==> config.mk <==
export PLATFORM = sky130hd
export DESIGN_NAME = cia_bus_responder
export DESIGN_NICKNAME = d
export VERILOG_FILES = /design/src/rtl/cia_bus_pkg.sv /design/src/rtl/edge_det.sv /design/src/rtl/cia_bus_responder.sv
export SDC_FILE = /design/constraint.sdc
export NUM_CORES = 1
export LEC_CHECK = 0
export ABC_AREA = 1
export CAP_MARGIN = 30
export CORE_AREA = 2 2 79 66
export CTS_BUF_LIST = sky130_fd_sc_hd__clkbuf_4 sky130_fd_sc_hd__clkbuf_8 sky130_fd_sc_hd__clkbuf_16
export CTS_CLUSTER_DIAMETER = 30
export DETAILED_ROUTE_END_ITERATION = 16
export DIE_AREA = 0 0 81 68
export DONT_BUFFER_PORTS = 1
export SYNTH_ARGS = -nofsm -noshare
export SYNTH_HDL_FRONTEND = slang
export SYNTH_SLANG_ARGS = --single-unit
==> constraint.sdc <==
create_clock -name clk -period 1.5 [get_ports clk]
set_clock_uncertainty 0.15 [all_clocks]
set_input_delay 0.45 -clock clk [delete_from_list [all_inputs] [get_ports clk]]
set_output_delay 0.45 -clock clk [all_outputs]
set_load 0.01 [all_outputs]
==> src/rtl/cia_bus_pkg.sv <==
`default_nettype none
// ============================================================================
//  Module      : cia_bus_pkg
//  Description : Shared types and constants for the CIA bus responder:
//                FSM state encoding, default read-data hold length and
//                register-select width.
//  Revision    : 1.0 - initial release
// ============================================================================
package cia_bus_pkg;

    // Responder bus-cycle states
    typedef enum logic [2:0] {
        ST_IDLE     = 3'd0,
        ST_RD_FETCH = 3'd1,
        ST_RD_DRIVE = 3'd2,
        ST_WR_WAIT  = 3'd3,
        ST_HOLD     = 3'd4
    } cia_state_t;

    // clk cycles the read data stays driven after synced E falls
    localparam int HOLD_CYCLES_DEFAULT = 2;

    // Width of the register select field
    localparam int CIA_ADDR_W = 4;

endpackage
`default_nettype wire

==> src/rtl/edge_det.sv <==
`default_nettype none
// ============================================================================
//  Module      : edge_det
//  Description : One-bit rise/fall pulse generator. Registers the input once
//                and produces single-cycle combinational rise/fall pulses
//                against the previous-cycle value.
//  Revision    : 1.0 - initial release
// ============================================================================
module edge_det (
    input  logic clk,
    input  logic _reset,
    input  logic sig,
    output logic rise,
    output logic fall
);

    logic r_sig_d;

    // Previous-cycle copy of the input; cleared so that a level already high
    // at reset release is reported as a rise on the first cycle.
    always_ff @(posedge clk or negedge _reset) begin
        if (!_reset) begin
            r_sig_d <= 1'b0;
        end else begin
            r_sig_d <= sig;
        end
    end

    assign rise = sig & ~r_sig_d;
    assign fall = ~sig & r_sig_d;

endmodule
`default_nettype wire

==> src/rtl/cia_bus_responder.sv <==
`default_nettype none
// ============================================================================
//  Module      : cia_bus_responder
//  Description : Peripheral-side responder for the 6800-style synchronous
//                CIA bus cycle. Converts each E-qualified, chip-selected
//                cycle into a single-cycle register read or write strobe and
//                drives read data back onto the bus with an output enable
//                that is held for HOLD_CYCLES clocks after E falls.
//  Revision    : 1.0 - initial release
// ============================================================================
module cia_bus_responder
    import cia_bus_pkg::*;
#(
    parameter int HOLD_CYCLES = HOLD_CYCLES_DEFAULT,
    parameter int ADDR_W      = CIA_ADDR_W
) (
    input  logic              clk,
    input  logic              _reset,
    input  logic              e_synced,
    input  logic              _cs_synced,
    input  logic              r_w_synced,
    input  logic [ADDR_W-1:0] rs_synced,
    input  logic [7:0]        data_synced,
    input  logic [7:0]        reg_rdata,
    output logic [ADDR_W-1:0] reg_addr,
    output logic              reg_rd,
    output logic              reg_wr,
    output logic [7:0]        reg_wdata,
    output logic [7:0]        data_out,
    output logic              data_oe
);

    // Hold counter must be able to represent HOLD_CYCLES itself
    localparam int CNT_W = (HOLD_CYCLES < 2) ? 1 : $clog2(HOLD_CYCLES + 1);

    // ------------------------------------------------------------------------
    // E edge detection
    // ------------------------------------------------------------------------
    logic w_e_rise;
    logic w_e_fall;

    edge_det u_e_edge (
        .clk    (clk),
        ._reset (_reset),
        .sig    (e_synced),
        .rise   (w_e_rise),
        .fall   (w_e_fall)
    );

    // ------------------------------------------------------------------------
    // Registered state and outputs
    // ------------------------------------------------------------------------
    cia_state_t        r_state;
    logic [CNT_W-1:0]  r_cnt;
    logic [ADDR_W-1:0] r_reg_addr;
    logic [7:0]        r_reg_wdata;
    logic [7:0]        r_data_out;
    logic              r_data_oe;
    logic              r_reg_rd;
    logic              r_reg_wr;

    // Next-state values computed by the combinational process
    cia_state_t        w_state_next;
    logic [CNT_W-1:0]  w_cnt_next;
    logic [ADDR_W-1:0] w_reg_addr_next;
    logic [7:0]        w_reg_wdata_next;
    logic [7:0]        w_data_out_next;
    logic              w_data_oe_next;
    logic              w_reg_rd_next;
    logic              w_reg_wr_next;

    // A new selected bus cycle begins on E rising with chip select active
    logic w_start;
    logic w_launch;

    assign w_start = w_e_rise & ~_cs_synced;

    // State, counter and output registers; everything clears on reset
    always_ff @(posedge clk or negedge _reset) begin
        if (!_reset) begin
            r_state     <= ST_IDLE;
            r_cnt       <= '0;
            r_reg_addr  <= '0;
            r_reg_wdata <= '0;
            r_data_out  <= '0;
            r_data_oe   <= 1'b0;
            r_reg_rd    <= 1'b0;
            r_reg_wr    <= 1'b0;
        end else begin
            r_state     <= w_state_next;
            r_cnt       <= w_cnt_next;
            r_reg_addr  <= w_reg_addr_next;
            r_reg_wdata <= w_reg_wdata_next;
            r_data_out  <= w_data_out_next;
            r_data_oe   <= w_data_oe_next;
            r_reg_rd    <= w_reg_rd_next;
            r_reg_wr    <= w_reg_wr_next;
        end
    end

    // Bus-cycle FSM: next state, strobes, data capture and hold counting
    always_comb begin
        w_state_next     = r_state;
        w_cnt_next       = r_cnt;
        w_reg_addr_next  = r_reg_addr;
        w_reg_wdata_next = r_reg_wdata;
        w_data_out_next  = r_data_out;
        w_data_oe_next   = r_data_oe;
        w_reg_rd_next    = 1'b0;
        w_reg_wr_next    = 1'b0;
        w_launch         = 1'b0;

        case (r_state)
            ST_IDLE: begin
                if (w_start) begin
                    w_launch = 1'b1;
                end
            end

            ST_RD_FETCH: begin
                if (_cs_synced) begin
                    // Deselected before data was driven; the read strobe
                    // already went out and is simply left as issued.
                    w_data_oe_next = 1'b0;
                    w_state_next   = ST_IDLE;
                end else begin
                    w_data_out_next = reg_rdata;
                    w_data_oe_next  = 1'b1;
                    w_state_next    = ST_RD_DRIVE;
                end
            end

            ST_RD_DRIVE: begin
                if (_cs_synced) begin
                    w_data_oe_next = 1'b0;
                    w_state_next   = ST_IDLE;
                end else if (w_e_fall) begin
                    if (HOLD_CYCLES == 0) begin
                        w_data_oe_next = 1'b0;
                        w_state_next   = ST_IDLE;
                    end else begin
                        w_cnt_next   = CNT_W'(HOLD_CYCLES);
                        w_state_next = ST_HOLD;
                    end
                end
            end

            ST_WR_WAIT: begin
                if (_cs_synced) begin
                    // Abort wins over a coincident E fall: no write strobe
                    w_data_oe_next = 1'b0;
                    w_state_next   = ST_IDLE;
                end else if (w_e_fall) begin
                    w_reg_wdata_next = data_synced;
                    w_reg_wr_next    = 1'b1;
                    w_state_next     = ST_IDLE;
                end
            end

            ST_HOLD: begin
                if (w_start) begin
                    // E low was shorter than the hold: cut the hold short
                    // and service the new cycle straight away.
                    w_data_oe_next = 1'b0;
                    w_cnt_next     = '0;
                    w_launch       = 1'b1;
                end else if (r_cnt <= CNT_W'(1)) begin
                    // Last hold cycle: the enable drops on the next clock
                    w_data_oe_next = 1'b0;
                    w_cnt_next     = '0;
                    w_state_next   = ST_IDLE;
                end else begin
                    w_cnt_next = r_cnt - CNT_W'(1);
                end
            end

            default: begin
                w_data_oe_next = 1'b0;
                w_cnt_next     = '0;
                w_state_next   = ST_IDLE;
            end
        endcase

        // Start of a selected cycle, shared by IDLE and the HOLD preempt
        if (w_launch) begin
            w_reg_addr_next = rs_synced;
            if (r_w_synced) begin
                w_reg_rd_next = 1'b1;
                w_state_next  = ST_RD_FETCH;
            end else begin
                w_state_next  = ST_WR_WAIT;
            end
        end
    end

    assign reg_addr  = r_reg_addr;
    assign reg_rd    = r_reg_rd;
    assign reg_wr    = r_reg_wr;
    assign reg_wdata = r_reg_wdata;
    assign data_out  = r_data_out;
    assign data_oe   = r_data_oe;

endmodule
`default_nettype wire

Word-level counts from Yosys, hierarchy flattened. Cells that the tools add are included. W data, S select, Z words.

Flip-flop bits (word level): 29. Latch bits: 0. Memory bits (writable): 0. Memory bits (read-only): 0. Bits of input ports: 25. Output and inout port bits: 23. Logic and storage cells: 68. Memories: 0.

$add $sub $neg: 1. $mul: 0. Divide/modulo/power cells: 0. $lt $le $gt $ge: 1. Equality and inequality tests: 13. Shift-type cells: 0. Muxes and demuxes: 27. Bitwise gates (word level): 8. Reductions and logical operators: 9.

Operators by type and width (number): $mux W3 (7); $pmux W3 S5 (1); $mux W2 (6); $mux W1 (11); $ne A3 B3 Y1 const B (3); $reduce_and A3 Y1 (3); $ne A4 B3 Y1 const B (2); $eq A3 B2 Y1 const B (2); $pmux W2 S3 (1); $not A1 Y1 (5); $reduce_and A5 Y1 (1); $ne A2 B1 Y1 const B (2); $ne A2 B2 Y1 const B (2); $pmux W1 S4 (1); $reduce_or A2 Y1 (2); $and A1 B1 Y1 (3); $eq A3 B1 Y1 const B (1); $eq A3 B3 Y1 const B (1); $logic_not A3 Y1 (1); $reduce_or A3 Y1 (1); $le A2 B1 Y1 const B (1); $reduce_and A2 Y1 (1); $sub A2 B1 Y2 const B (1).

Depth between registers and ports, before layout. Gate-level depths: netlist of the first run.

Depth after elaboration: 7. Gate-level depth with buffers: 8.

Cells and area by module. Synthesis of the first run repeated with hierarchy kept, for this count alone.

Cells, all modules: 143. Area total of the unflattened synthesis: 1213.7 µm².

Modules (own cells, without submodules): cia_bus_responder (times used 1, cells each 138, area each 1173.6 µm²); edge_det (times used 1, cells each 5, area each 40.0 µm²).

Worst setup path after synthesis of the first run. No wires, ideal clock.

Path type: input-to-reg. From: input _cs_synced. To: register r_reg_addr[0] (netlist: reg_addr[0]). Setup time: 0.117 ns. Arrival: 1.062 ns. Required time: 1.233 ns. Path slack: 0.171 ns. Cell stages on the path: 6. Buffers on the path: 0. Cells stage by stage: inv_2 > nand3_1 > nor2_4 > inv_1 > nand2_1 > nand2_1.

Word-level cells in the longest chain between the ends: 4.

Ends and longest elaborated chain: from (decl) (RTL line cia_bus_responder.sv:20) `input logic _cs_synced,`; $not A1 Y1 (no source line); $and A1 B1 Y1 (RTL line cia_bus_responder.sv:76) `assign w_start = w_e_rise & ~_cs_synced;`; $mux W1 (RTL line cia_bus_responder.sv:115, cia_bus_responder.sv:161); $mux W1; to (signal assigned) (RTL line cia_bus_responder.sv:92) `r_reg_addr <= w_reg_addr_next;`; to (decl) (RTL line cia_bus_responder.sv:55) `logic [ADDR_W-1:0] r_reg_addr;`.

Every way passes these cells. A chain may end at the register's enable or synchronous reset.

Worst setup path in the final report of the first run.
From: register r_state[0]. To: register r_cnt[0].

Word-level cells in the longest chain between the ends: 4. Elaborated cells on any way between the ends: 11. Classes of those cells: eq/ne: 6; mux: 1; bitwise: 1; reduce/logical: 3.

Ends and longest elaborated chain: from (decl) (RTL line cia_bus_responder.sv:53) `cia_state_t r_state;`; from (signal assigned) (RTL line cia_bus_responder.sv:90) `r_state <= w_state_next;`; $eq A3 B2 Y1, or another cell as far along (RTL line cia_bus_responder.sv:113) `case (r_state)`; $reduce_or A3 Y1 (no source line); $not A1 Y1 (no source line); $reduce_and A3 Y1 (no source line); to (signal assigned) (RTL line cia_bus_responder.sv:91) `r_cnt <= w_cnt_next;`; to (decl) (RTL line cia_bus_responder.sv:54) `logic [CNT_W-1:0] r_cnt;`.

Several ways; a longest one is shown, not always the timed one.

==> results by group, run 1 <==
Logic synthesis
  – Yosys cell types: 16
  – Seq/Total Area, Yosys: ~57%
  – Simple-gate share of the synthesized area: between 20% and 30%
  – Mapped Area: 0.001265 sq mm
  – Mux cell area share after synthesis: 0%
  – Seq cells post-synth: 29
  – Area share of fa/ha/maj cells after synthesis: 0%
  – Yosys warns: 0
  – Post-Synth XOR/XNOR Area: 0%
  – Compound-gate portion of the synthesized area: approximately 6.3%
  – Syn_area_per_cell: between 8 and 9 sq um
  – Syn_nets: around 170
  – Largest family of logic cells by synthesized area: simple AND/OR/NAND/NOR gates
  – Mapped Cells: about 140

Setup path
  – Data required, critical path: ~1.6 ns
  – Crit path DAT: 1.40 ns
  – Kind of critical path: register to register
  – Crit. End Element: register
  – CP Launch Type: register
  – Crit path max fanout: 6

Timing
  – Setup-failing EPs final: 0
  – RSZ-0062 raised after global routing: no
  – Hold Vio Cnt, Final: 0
  – TNS Setup: 0 ns
  – Slew of the pin with the lowest slew margin: around 0.23 ns
  – Max-slew violations: 0
  – Tmin final: 1.341 ns
  – Achievable Freq: 0.7458 GHz
  – Crit share post-route: about nine tenths
  – Relative slew slack: between 80% and 90%

CTS
  – Clk slew on worst S/H paths: about 0.060 ns
  – Total CTS buffers: 5
  – Clk_lat worst skew: between 0.2 and 0.3 ns
  – Setup Buffers After CTS: 0
  – Max H-tree Level: 2
  – CTS tree: done
  – Clock Tree Buf Depth: 2
  – CTS root buf: clkbuf_8
  – Clock sink total: 29

Detailed routing
  – Residual DRC: 0
  – Via density: ~4.2
  – Via count: slightly above 900
  – Drt wl/cell: ~11 microns
  – DRT iter0 DRCs: 59
  – DRT Pass-1 Iters: 2
  – Final wirelength: roughly 2.4 mm
  – Final ANT Viol Nets: 0

Min path
  – Hold Crit Class: input pin to register

Global routing
  – Pin count of the biggest net entering global routing: 30
  – GRT Util Overall: about a tenth
  – First-pass GRT wire length: just under 4 mm
  – Initial antenna violation count: 0
  – Grt total ovfl: 0
  – Number of global-route vias before repair: a little under 900

Finish
  – Storage cell area: around 730 sq um
  – Antenna cells: 0
  – Proportion of layout cells with a drive suffix above 1: between 10% and 20%
  – P&R area growth vs syn: 18.30%
  – Final std cells w/o fill: between 200 and 250
  – Area occupied by multi-input gates: around 440 sq um
  – Layout fillers: 524
  – Nets@finish: 179
  – Post-route cell area: roughly 0.0015 sq mm

Power and ir drop
  – PwrDens: 1455 mW/mm^2
  – Maximum VDD drop: approximately 0.00050 V
  – Total power: 0.002177 W
  – Leak: just over 0.8 nW

Die
  – Starting density of the core: a little over a quarter
  – IO Pins: between 40 and 50
  – Die area: about 0.0055 sq mm
  – Die Ht: slightly below 70 microns
  – Placeable Area: about 0.0048 sq mm
  – Num rows: 23
  – Die width: between 80 and 90 microns

Placement
  – DP Area: about 0.0013 sq mm
  – Dpl cells: about 210
  – Gpl congestion: approximately 0.87
  – PortBufs: 0
  – Hpwl dp: between 1.5 and 2 mm

Run status
  – Result of the run: completed

Flow run
  – Max_cap viols: 0
## cells in the mapped netlist
| master | number | area [sq um] |
|---|---|---|
| buf_6 | 1 | 11.26 |
| nand2_2 | 1 | 6.260 |
| clkinv_4 | 1 | 8.760 |
| o21ai_0 | 2 | 10.01 |
| nand4_1 | 1 | 6.260 |
| nor2_4 | 2 | 22.52 |
| nand4_2 | 1 | 12.51 |
| o21ai_2 | 8 | 70.07 |
| nor2_1 | 5 | 18.77 |
| nand3_1 | 6 | 30.03 |
| inv_1 | 17 | 63.81 |
| nand2_1 | 65 | 244.0 |
| inv_2 | 3 | 11.26 |
| dfrtp_1 | 29 | 725.7 |
| or2_1 | 1 | 6.260 |
| nand3_4 | 1 | 17.52 |
## what timing repair did
action / 4_1_cts / 5_1_grt
hold buffers: 2 / 0
endpoints found under the hold margin: 29 / 0
resized for setup: 0 / 0
setup endpoints to repair: 0 / 0
## cell families after synthesis
family / after synthesis
AOI/OAI and AO/OA: 10
buffers and inverters: 22
and+or+nand+nor: 83
DFF: 29
## metal layers
layer | vias to the layer above | GRT usage (%) | wire length [microns]
met5 | - | 0 | 0
met4 | 0 | 5.720 | 30
met3 | 5 | 5.541 | 263
met2 | 37 | 14.57 | 1093
met1 | 415 | 11.29 | 1037
li1 | 452 | - | -
## final timing paths
check	startpoint	endpoint	cells after the start	slack (ns)
worst max-delay path	r_state[0]	r_cnt[0]	6	0.16
worst min-delay path	e_synced	u_e_edge.r_sig_d	0	0.05
worst max register to register	r_state[0]	r_cnt[0]	6	0.16
worst min register to register	r_cnt[0]	r_cnt[0]	2	0.35
max in group asynchronous	_reset	r_cnt[0]	2	0.57
min in group asynchronous	_reset	data_out[0]	2	0.47
## layout by cell type (no fill, tap or decap)
master	instances
buf_12	1
clkbuf_8	6
nor2_4	2
nand4_1	1
clkinv_4	1
dfrtp_1	29
nand3_4	1
nor2_1	5
clkbuf_4	1
bufinv_16	1
o21ai_2	8
nand2_1	65
inv_1	17
or2_1	1
inv_2	3
nand3_1	6
dlygate4sd3_1	1
o21ai_0	2
buf_4	2
nand2_2	1
nand4_2	1
## worst max-delay path: stages, from the launching register on
cell and delay, ns:
dfrtp_1 0.45, inv_1 0.09, nand2_2 0.07, nor2_1 0.13
nand2_1 0.11, or2_1 0.22, nand2_1 0.06
## sequential cells by signal, indices dropped and copies added, names as in the netlist
| name | flops |
|---|---|
| data_out | 8 |
| reg_wdata | 8 |
| reg_addr | 4 |
| r_state | 3 |
| r_cnt | 2 |
| data_oe | 1 |
| reg_rd | 1 |
| reg_wr | 1 |
| u_e_edge.r_sig_d | 1 |
## final cells by class
| cell class | instances | area share [%] |
|---|---|---|
| Tap cell | 62 | 5.184 |
| Clock buffer | 7 | 6.020 |
| Inverter | 21 | 5.602 |
| Sequential cell | 29 | 48.49 |
| Multi-Input combinational cell | 93 | 29.68 |
| Clock inverter | 1 | 2.007 |
| Timing Repair Buffer | 4 | 3.010 |
## power by group
| group | total (W) | switching (W) | internal, W |
|---|---|---|---|
| sequential | 0.00109 | 0.000161 | 0.000928 |
| combinational | 0.000241 | 0.000138 | 0.000104 |
| clock | 0.000846 | 0.000287 | 0.000559 |
## stage by stage
step	util [%]	hold slack, ns	setup slack (ns)
after CTS	31.33	0.04149	0.1456
after floorplan	-	0.004409	0.1709
after detailed placement	28.18	0.005043	0.1277
final	31.33	0.05443	0.1591
after global placement	28.18	0.005022	0.1601
after global routing	31.33	0.03975	0.03115
Power figures use the tool's default switching activity.
==> run 2, diff against run 1 <==
Settings changed: ABC_AREA 1 to 0, CORE_AREA 2 2 79 66 to 2 2 76 63, DIE_AREA 0 0 81 68 to 0 0 78 65, GPL_TIMING_DRIVEN from default to 1.
==> run 2 against run 1 <==
The run now ends with setup timing left. Critical path depth decreased by 3. Maximum frequency fell by 22%. Global-route usage up 1.6 points. Highest routed layer unchanged. Synthesized cell count down 42%. Hold slack worse by 0.0015 ns. First-iteration DRC count shrank 68%. Largest cell class unchanged.
==> results by group, run 2 <==
Finish
  – Layout fillers: 424 (was 524)
  – Most frequent cells in the layout: dfrtp_1, mux2_4, buf_4 (was nand2_1, dfrtp_1, inv_1)
  – Most common cell after layout, fill and taps aside: dfrtp_1 (was nand2_1)
  – Post-route core utilization: 35.14% (was 31.33%)
  – P&R area growth vs syn: 31.46% (was 18.30%)
  – Nets@finish: 130 (was 179)
  – Antenna cells: 0 (unchanged)
  – Proportion of layout cells with a drive suffix above 1: 46.67% (was 18.06%)

CTS
  – Clk_lat worst skew: 0.27 ns (was 0.28 ns)
  – Clock Tree Buf Depth: 2 (unchanged)
  – Max H-tree Level: 2 (unchanged)
  – CTS tree: done (unchanged)
  – CTS root buf: clkbuf_8 (unchanged)
  – Clock sink total: 29 (unchanged)
  – Total CTS buffers: 5 (unchanged)
  – Clk slew on worst S/H paths: 0.06 ns (about the same)

Placement
  – Hpwl dp: 1.764 mm (was 1.780 mm)
  – DP Worst Slack: -0.4004 ns (was 0.1277 ns)
  – PortBufs: 0 (unchanged)
  – Gpl congestion: 0.7893 (was 0.8717)

Logic synthesis
  – Syn_nets: 109 (was 169)
  – Cell with the most instances after synthesis: dfrtp_1 (was nand2_1)
  – Synth top area cells: dfrtp_1, mux2_2, mux2_4 (was dfrtp_1, nand2_1, o21ai_2)
  – Mapped Area: 0.001177 sq mm (was 0.001265 sq mm)
  – Post-synth EDFFs: 0 (unchanged)
  – Mapped Cells: 84 (was 144)
  – Share of the synthesized area in the top cell type: 61.64% (was 57.37%)
  – Seq/Total Area, Yosys: 61.64% (was 57.37%)
  – Ys flop type: dfrtp_1 (unchanged)
  – Syn_area_per_cell: 14.02 sq um (was 8.784 sq um)
  – Yosys warns: 0 (unchanged)
  – Most frequent cells after synthesis: dfrtp_1, mux2_2, inv_1 (was nand2_1, dfrtp_1, inv_1)
  – Async set or reset register ratio after synthesis: 100.0% (unchanged)
  – Yosys cell types: 25 (was 16)
  – Seq cells post-synth: 29 (unchanged)
  – Synth area leader: dfrtp_1 (unchanged)

Die
  – Num rows: 22 (was 23)
  – Starting density of the core: 26.73% (was 26.48%)
  – Placeable Area: 0.004404 sq mm (was 0.004777 sq mm)
  – Die width: 78 microns (was 81 microns)
  – Die area: 0.005070 sq mm (was 0.005508 sq mm)
  – Die Ht: 65 microns (was 68 microns)
  – IO Pins: 48 (unchanged)

Setup path
  – Crit path max fanout: 5 (was 6)
  – CP Launch Type: register (unchanged)
  – Crit. End Element: register (unchanged)
  – Kind of critical path: register to register (unchanged)
  – Crit path DAT: 1.73 ns (was 1.40 ns)
  – Data required, critical path: 1.51 ns (was 1.56 ns)

Timing
  – Tmin final: 1.721 ns (was 1.341 ns)
  – Relative slew slack: 86.49% (was 84.68%)
  – Slew of the pin with the lowest slew margin: 0.2020 ns (was 0.2291 ns)
  – Fin worst setup slack: -0.2208 ns (was 0.1591 ns)
  – TNS Setup: -2.484 ns (was 0 ns)
  – Crit share post-route: 114.7% (was 89.40%)
  – Setup-failing EPs final: 17 (was 0)
  – Max-slew violations: 0 (unchanged)
  – RSZ-0062 raised after global routing: yes (was no)
  – Hold Vio Cnt, Final: 0 (unchanged)
  – Achievable Freq: 0.5811 GHz (was 0.7458 GHz)

Global routing
  – First-pass GRT wire length: 4.278 mm (was 3.967 mm)
  – Number of global-route vias before repair: 814 (was 890)
  – Grt total ovfl: 0 (unchanged)
  – GRT Util Overall: 11.47% (was 9.889%)
  – Initial antenna violation count: 0 (unchanged)
  – Pin count of the biggest net entering global routing: 30 (unchanged)

Run status
  – Failing checks: setup timing
  – Result of the run: finished, violations left (was completed)

Detailed routing
  – Final wirelength: 2.721 mm (was 2.425 mm)
  – Via count: 755 (was 909)
  – Via density: 4.576 (was 4.189)
  – Drt wl/cell: 16.49 microns (was 11.18 microns)
  – Final ANT Viol Nets: 0 (unchanged)
  – DRT Pass-1 Iters: 3 (was 2)
  – Residual DRC: 0 (unchanged)
  – DRT iter0 DRCs: 19 (was 59)

Power and ir drop
  – Combinational share of power: 17.3% (was 11.1%)
  – NetSw: 0.0005747 W (was 0.0005863 W)
  – Maximum VDD drop: 0.0003403 V (was 0.0004984 V)
  – Total power: 0.002138 W (was 0.002177 W)
  – Internal power: 0.001564 W (was 0.001590 W)
  – Leak: 0.7348 nW (was 0.8105 nW)
  – PwrDens: 1382 mW/mm^2 (was 1455 mW/mm^2)
  – Switching Share: 26.87% (was 26.94%)
  – Sequential Power Share: 52.8% (was 50.0%)
  – Clock Power Share: 29.9% (was 38.9%)

Min path
  – Hold Crit Class: input pin to register (unchanged)

Flow run
  – Max_cap viols: 0 (unchanged)
==> run 2: worst max-delay path: stages, from the launching register on <==
cell     delay, ns
dfrtp_1       0.38
or3b_4        0.38
or3_4         0.39
mux2_4        0.31
==> run 2: logic make-up after synthesis <==
family | after synthesis | share of synthesized area, %
simple gates | 18 | 9.458
flops | 29 | 61.64
mux | 20 | 20.40
buf+inv | 7 | 2.975
compound gates | 10 | 5.527
==> run 2: power groups by stage <==
stage | registers [W] | logic [W] | clock network (W)
2_1_floorplan | 0.00111 | 0.000218 | 0
3_3_place_gp | 0.00113 | 0.000255 | 0
3_5_place_dp | 0.00114 | 0.000275 | 0
4_1_cts | 0.00113 | 0.000361 | 0.000670
5_1_grt | 0.00115 | 0.000409 | 0.000716
6_report | 0.00113 | 0.000371 | 0.000639
==> run 2: area by class of cell <==
cell class	count	area, sq um	area share (%)
clock buffers	7	90.09	5.821
inverters	5	18.77	1.213
multi-input cells	49	489.2	31.61
flip-flops and latches	29	726.9	46.97
well taps	60	75.07	4.850
repair buffers	15	147.6	9.539
==> run 2: timing repair <==
action	in CTS	in global routing
hold endpoints to repair	29	0
gates cloned	1	0
endpoints found under the setup margin	14	22
hold buffers	2	0
resized for setup	16	2
pin swaps	0	1
buffers inserted	3	2
==> run 2: metrics by stage <==
stage	area, sq um	cells	hold slack [ns]
global route	1548	165	0.02940
CTS	1524	163	0.04098
finish	1548	165	0.05292
detailed placement	1319	150	0.005086
floorplan	1194	84	0.004409
global placement	1319	150	0.005092
==> run 2: layer usage <==
layer  track usage [%]  up-vias  part of all wire (%)  routed length [microns]
li1                  -      340                     -                        -
met1             13.53      373                    43                     1182
met2             18.43       40                    47                     1284
met3             5.432        2                   8.6                      235
met4             3.947        0                  0.66                       18
met5                 0        -                     0                        0
==> run 2: path summary, 6_finish.rpt <==
kind                                   from               end  slack, ns  depth (start not counted)
min in group asynchronous            _reset        r_state[0]       0.49                          2
hold / removal                     e_synced  u_e_edge.r_sig_d       0.05                          0
setup / recovery           u_e_edge.r_sig_d       reg_addr[1]      -0.22                          3
max in group asynchronous            _reset        r_state[1]       0.54                          2
hold reg to reg                    r_cnt[0]          r_cnt[0]       0.31                          1
setup reg to reg           u_e_edge.r_sig_d       reg_addr[1]      -0.22                          3
